<file path="config.mk">
export PLATFORM = sky130hd
export DESIGN_NAME = thor2023_tlb_l1_ctrl
export DESIGN_NICKNAME = d
export VERILOG_FILES = /design/src/rtl/thor2023_tlb_pkg.sv /design/src/rtl/thor2023_tlb_l1_ctrl.sv
export SDC_FILE = /design/constraint.sdc
export NUM_CORES = 1
export LEC_CHECK = 0
export ABC_AREA = 1
export CORE_AREA = 4 4 273 275
export CTS_BUF_LIST = sky130_fd_sc_hd__clkbuf_2 sky130_fd_sc_hd__clkbuf_4 sky130_fd_sc_hd__clkbuf_8
export DETAILED_ROUTE_END_ITERATION = 10
export DIE_AREA = 0 0 277 279
export PLACE_DENSITY = 0.46
export SYNTH_ARGS = -nofsm -noshare
export SYNTH_HDL_FRONTEND = slang
export SYNTH_SLANG_ARGS = --single-unit
</file>
<file path="constraint.sdc">
create_clock -name clk -period 11.79 [get_ports clk]
set_input_delay 3.537 -clock clk [delete_from_list [all_inputs] [get_ports clk]]
set_output_delay 3.537 -clock clk [all_outputs]
set_load 0.01 [all_outputs]
</file>
<file path="src/rtl/thor2023_tlb_pkg.sv">
// Shared definitions for the L1 TLB: entry field positions, geometry and
// controller state/operation encodings.
package thor2023_tlb_pkg;

  localparam int TLB_V       = 127;
  localparam int TLB_G       = 126;
  localparam int TLB_ASID_HI = 123;
  localparam int TLB_ASID_LO = 112;

  localparam int L1_SETS    = 16;
  localparam int L1_WAYS    = 4;
  localparam int L1_ENTRIES = 64;
  localparam int L1_SET_W   = 4;
  localparam int L1_WAY_W   = 2;

  typedef enum logic [1:0] {IDLE, XFER, RACK, SWEEP} tlb_state_e;

  // Operation latched at grant time; selects the ack and write behaviour
  typedef enum logic [1:0] {OP_FILL, OP_SWWR, OP_SWRD, OP_INV} tlb_op_e;

endpackage

</file>
<file path="src/rtl/thor2023_tlb_l1_ctrl.sv">
// Port-B sequencer/arbiter for the 64 x 128 L1 TLB RAM. Shares the port
// between hardware fills, software CSR access and invalidate sweeps, and
// picks fill victims round-robin per set (16 sets x 4 ways).
module thor2023_tlb_l1_ctrl
  import thor2023_tlb_pkg::*;
#(
  parameter int AWID   = 32,
  parameter int PGBITS = 13
) (
  input  logic            clk,
  input  logic            rst,
  input  logic            inv_req,
  input  logic            inv_all,
  input  logic [11:0]     inv_asid,
  output logic            inv_ack,
  output logic            flushing,
  input  logic            fill_req,
  input  logic [AWID-1:0] fill_vadr,
  input  logic [127:0]    fill_entry,
  output logic            fill_ack,
  output logic [5:0]      fill_idx,
  input  logic            sw_req,
  input  logic            sw_wr,
  input  logic [5:0]      sw_idx,
  input  logic [127:0]    sw_din,
  output logic            sw_ack,
  output logic [127:0]    sw_dout,
  output logic            ram_en,
  output logic            ram_we,
  output logic [5:0]      ram_addr,
  output logic [127:0]    ram_din,
  input  logic [127:0]    ram_dout
);

  tlb_state_e           state, nstate;
  tlb_op_e              op_q;
  logic [L1_WAY_W-1:0]  wayctr [L1_SETS];
  logic [5:0]           swp_cnt;

  logic [5:0]           addr_p1;
  logic [127:0]         din_p1;
  logic                 inv_all_p1;
  logic [11:0]          inv_asid_p1;
  logic [127:0]         rd_p2;

  logic [L1_SET_W-1:0]  fill_set;
  logic                 sweep_clr;
  logic                 ram_we_c;
  logic                 unused_vadr;

  assign fill_set    = fill_vadr[PGBITS+3:PGBITS];
  assign unused_vadr = ^fill_vadr;

  // An entry is cleared by the sweep only if valid, non-global and matching
  assign sweep_clr = ram_dout[TLB_V] & ~ram_dout[TLB_G] &
                     (inv_all_p1 | (ram_dout[TLB_ASID_HI:TLB_ASID_LO] == inv_asid_p1));

  // State register
  always_ff @(posedge clk) begin
    if (rst) state <= IDLE;
    else     state <= nstate;
  end

  // Control state: grant decode, victim counters, sweep counter
  always_ff @(posedge clk) begin
    if (rst) begin
      op_q    <= OP_FILL;
      swp_cnt <= '0;
      for (int i = 0; i < L1_SETS; i++) wayctr[i] <= '0;
    end else begin
      case (state)
        IDLE: begin
          if (inv_req) begin
            op_q    <= OP_INV;
            swp_cnt <= '0;
          end else if (fill_req) begin
            op_q <= OP_FILL;
          end else if (sw_req) begin
            op_q <= sw_wr ? OP_SWWR : OP_SWRD;
          end
        end
        XFER: begin
          if (op_q == OP_FILL)
            wayctr[addr_p1[3:0]] <= addr_p1[5:4] + 2'd1;
        end
        SWEEP:   swp_cnt <= swp_cnt + 6'd1;
        default: ;
      endcase
    end
  end

  // Stage p1: address/data captured at grant; stage p2: read data captured in XFER
  always_ff @(posedge clk) begin
    if (state == IDLE) begin
      if (inv_req) begin
        inv_all_p1  <= inv_all;
        inv_asid_p1 <= inv_asid;
      end else if (fill_req) begin
        addr_p1 <= {wayctr[fill_set], fill_set};
        din_p1  <= fill_entry;
      end else if (sw_req) begin
        addr_p1 <= sw_idx;
        din_p1  <= sw_din;
      end
    end
    if (state == XFER) rd_p2 <= ram_dout;
  end

  // Next-state and output decode
  always_comb begin
    nstate   = state;
    inv_ack  = 1'b0;
    flushing = 1'b0;
    fill_ack = 1'b0;
    fill_idx = '0;
    sw_ack   = 1'b0;
    sw_dout  = '0;
    ram_en   = 1'b0;
    ram_we_c = 1'b0;
    ram_addr = '0;
    ram_din  = '0;
    case (state)
      IDLE: begin
        if (inv_req)                 nstate = SWEEP;
        else if (fill_req || sw_req) nstate = XFER;
      end
      XFER: begin
        ram_en   = 1'b1;
        ram_we_c = (op_q != OP_SWRD);
        ram_addr = addr_p1;
        ram_din  = din_p1;
        if (op_q == OP_FILL) begin
          fill_ack = 1'b1;
          fill_idx = addr_p1;
        end
        sw_ack = (op_q == OP_SWWR);
        nstate = (op_q == OP_SWRD) ? RACK : IDLE;
      end
      RACK: begin
        if (op_q == OP_INV) begin
          inv_ack = 1'b1;
        end else begin
          sw_ack  = 1'b1;
          sw_dout = rd_p2;
        end
        nstate = IDLE;
      end
      SWEEP: begin
        flushing = 1'b1;
        ram_en   = 1'b1;
        ram_addr = swp_cnt;
        ram_we_c = sweep_clr;
        ram_din  = {1'b0, ram_dout[TLB_V-1:0]};
        if (swp_cnt == 6'd63) nstate = RACK;
      end
      default: nstate = IDLE;
    endcase
  end

  // A reset arriving mid-sweep abandons the entry under way as well
  assign ram_we = ram_we_c & ~rst;

endmodule

</file>
==> metrics.yaml <==
yosys:
  ys_seq_area_share_pct: 63.92
  synthCells: 1449
  ys.flop_type: "edfxtp_1"
  synth.area.top_cells: "edfxtp_1 63%, nand2_1 11%, a22o_1 7.4%"
  ys_seq_elements: 317
  synth_top_area_cell: "edfxtp_1"
  synth_cell_types: 35
  synth_edf_count: 307
  yosysWarnings: 0
  async_reset_ff_share_pct: 0
  syn_nets: 1895
  synth_top_area_share_pct: 62.56
  synth_area_mm2: 0.01474
  syn_area_per_cell_um2: 10.17
drt:
  routed_wl_mm: 62.45
  wl_per_cell_um: 19.86
  antenna_left: 0
  drtIter0Drc: 660
  drc: 0
  drt-pass1-iter-count: 5
  via_count: 13030
  drt-vias-per-instance: 4.144
die:
  ios: 715
  num_rows: 99
  initial_core_util_pct: 20.37
  coreArea_mm2: 0.07234
  die_area_mm2: 0.07728
  dieWidth_um: 277
  fp.dieH_um: 279
placement:
  io_buffers: 686
  place.gp.congestion: 0.8920
  dp_hpwl_mm: 46.33
layout:
  final_nets: 2578
  layout-drive-gt1-share_pct: 7.172
  syn_to_final_growth_pct: 61.96
  mostFrequentLayoutCells: "685 x clkdlybuf4s50_1, 449 x nand2_1, 307 x edfxtp_1"
  seq_area_mm2: 0.009419
  final_common_cell: "clkdlybuf4s50_1"
  fill_cells: 7396
  multi_input_area_mm2: 0.004339
  utilization_pct: 32.99
pwr:
  combPwrFrac_pct: 22.7
  p_leak_nw: 9.479
  clkPwrFrac_pct: 35.1
  p_seq_share_pct: 42.2
  switchingPower_mw: 0.9194
  swShare_pct: 27.70
  p_per_area_mw_per_mm2: 139.1
  ir_worst_vdd_mv: 0.1234
  internal-power_mw: 2.400
cts:
  cts-htree-levels: 3
  cts_resized: 0
  post-cts-setup-buffers: 0
  clock_latency_ns: 0.62
  cts_buffer_depth: 3
  cts_tree: "done"
  cts.hold.buffers_added: 0
  cts_root_buf: "clkbuf_8"
  cts_made_buffers: 67
  clk_pin_slew_worst_paths_ns: 0.05
  cts.sinks: 317
sta:
  tns_ns: 0
  hold_viol: 0
  finalCriticalPeriod_ns: 9.150
  slew_headroom_pct: 33.54
  worst_pin_slew_ns: 0.9969
  setup_viol: 0
  grt_setup_unrepaired: "false"
  fin_skew_ns: 0.03101
  fmax_ghz: 0.1093
  post-route-period-util_pct: 77.61
  drv_slew: 0
critical_path:
  r2r-start: "state[1]"
  r2r_slack_ns: 8.79
  path_class: "input pin to primary output"
  crit_arrival_ns: 5.61
  crit_path_start_kind: "input pin"
  setup.worst_path.end: "ram_we"
  worstSetupEndpointType: "primary output"
  r2r_cells: 7
  critPathLaunch: "ram_dout[114]"
  path_max_fanout: 3
  cp.required_ns: 8.25
  r2r-end: "din_p1[30]"
global_route:
  grt_start_max_net_pins: 157
  grt_pass1_wl_mm: 88.83
  grt_pass1_vias: 13330
  antenna_found_initial: 14
  overflow: 0
  track_usage_pct: 15.35
run_status:
  status: "finished, final reports clean"
flow_run:
  maxCapViolCount: 0
min_path:
  hold_class: "flip-flop to flip-flop"
[per-layer routing]
layer	up-vias	track usage (%)	share of wire (%)	wire length, um
met2	532	27.15	51	31700
met3	99	5.644	8.1	5076
met4	8	5.291	2.9	1783
met1	6186	17.07	38	23830
met5	-	0	0.098	61
li1	6203	-	-	-
[critical path, stage by stage]
cell and delay, ns:
clkdlybuf4s50_1 0.55, xnor2_1 0.13, nand2_1 0.07, nor2_1 0.16, nand3_1 0.11, nand2_1 0.07
nand2_1 0.07, a21oi_1 0.29, clkdlybuf4s50_1 0.62
[power groups by stage]
stage,registers (mW),clock network (mW),logic (mW)
after floorplan,1.43,0,0.308
after global placement,1.42,0,0.767
after detailed placement,1.42,0,0.767
after CTS,1.40,1.23,0.771
after global routing,1.41,1.27,0.811
final,1.40,1.16,0.753
[cells in the mapped netlist, drive strengths merged, types with 2 or more instances]
| cell type | number |
|---|---|
| buf | 61 |
| inv | 166 |
| edfxtp | 307 |
| a22o | 124 |
| clkbuf | 21 |
| xnor2 | 10 |
| dfxtp | 10 |
| o22ai | 7 |
| a21oi | 10 |
| nand3 | 10 |
| ha | 5 |
| nor3b | 2 |
| nor3 | 9 |
| nand2 | 468 |
| o221ai | 6 |
| o21ai | 27 |
| nor2 | 200 |
[how the worst min path moves through the flow]
stage,startpoint,cells past startpoint,to
floorplan,swp_cnt[1],2,swp_cnt[1]
CTS,swp_cnt[1],2,swp_cnt[1]
finish,swp_cnt[1],2,swp_cnt[1]
global route,swp_cnt[0],1,swp_cnt[0]
global placement,swp_cnt[1],2,swp_cnt[1]
detailed placement,swp_cnt[1],2,swp_cnt[1]
[final cells by class]
| class | instances | area share [%] |
|---|---|---|
| sequential | 317 | 39.47 |
| clock inverter | 18 | 0.6134 |
| clock buffer | 94 | 4.766 |
| tap | 959 | 5.028 |
| inverter | 167 | 2.710 |
| antenna | 10 | 0.1049 |
| timing repair buffer | 696 | 29.13 |
| multi-input combinational | 883 | 18.18 |
[cells by family after synthesis]
| group | after synthesis | share of synthesized area [%] |
|---|---|---|
| fa+ha+maj | 5 | 0.4246 |
| buf+inv | 249 | 6.903 |
| compound gates | 179 | 9.553 |
| flops | 317 | 63.92 |
| xor+xnor | 10 | 0.6454 |
| simple gates | 689 | 18.55 |
[stage by stage]
step / hold WS, ns / cells / instance area [um^2] / power, mW / worst slack (ns)
final: 0.4863 / 3144 / 23870 / 3.319 / 2.640
after detailed placement: 0.4803 / 3022 / 22560 / 2.191 / 2.601
after floorplan: 0.4557 / 1449 / 14740 / 1.735 / 1.821
after global routing: 0.5318 / 3142 / 23860 / 3.494 / 2.495
after global placement: 0.4730 / 3022 / 22560 / 2.188 / 2.589
after CTS: 0.4882 / 3134 / 23840 / 3.401 / 2.590
[registers in the layout (all words and copies together), names as in the netlist]
register and count:
din_p1 128, rd_p2 128, wayctr 32, inv_asid_p1 12
addr_p1 6, swp_cnt 6, op_q 2, state 2
inv_all_p1 1
No activity file was read; power rests on OpenSTA's default activity.
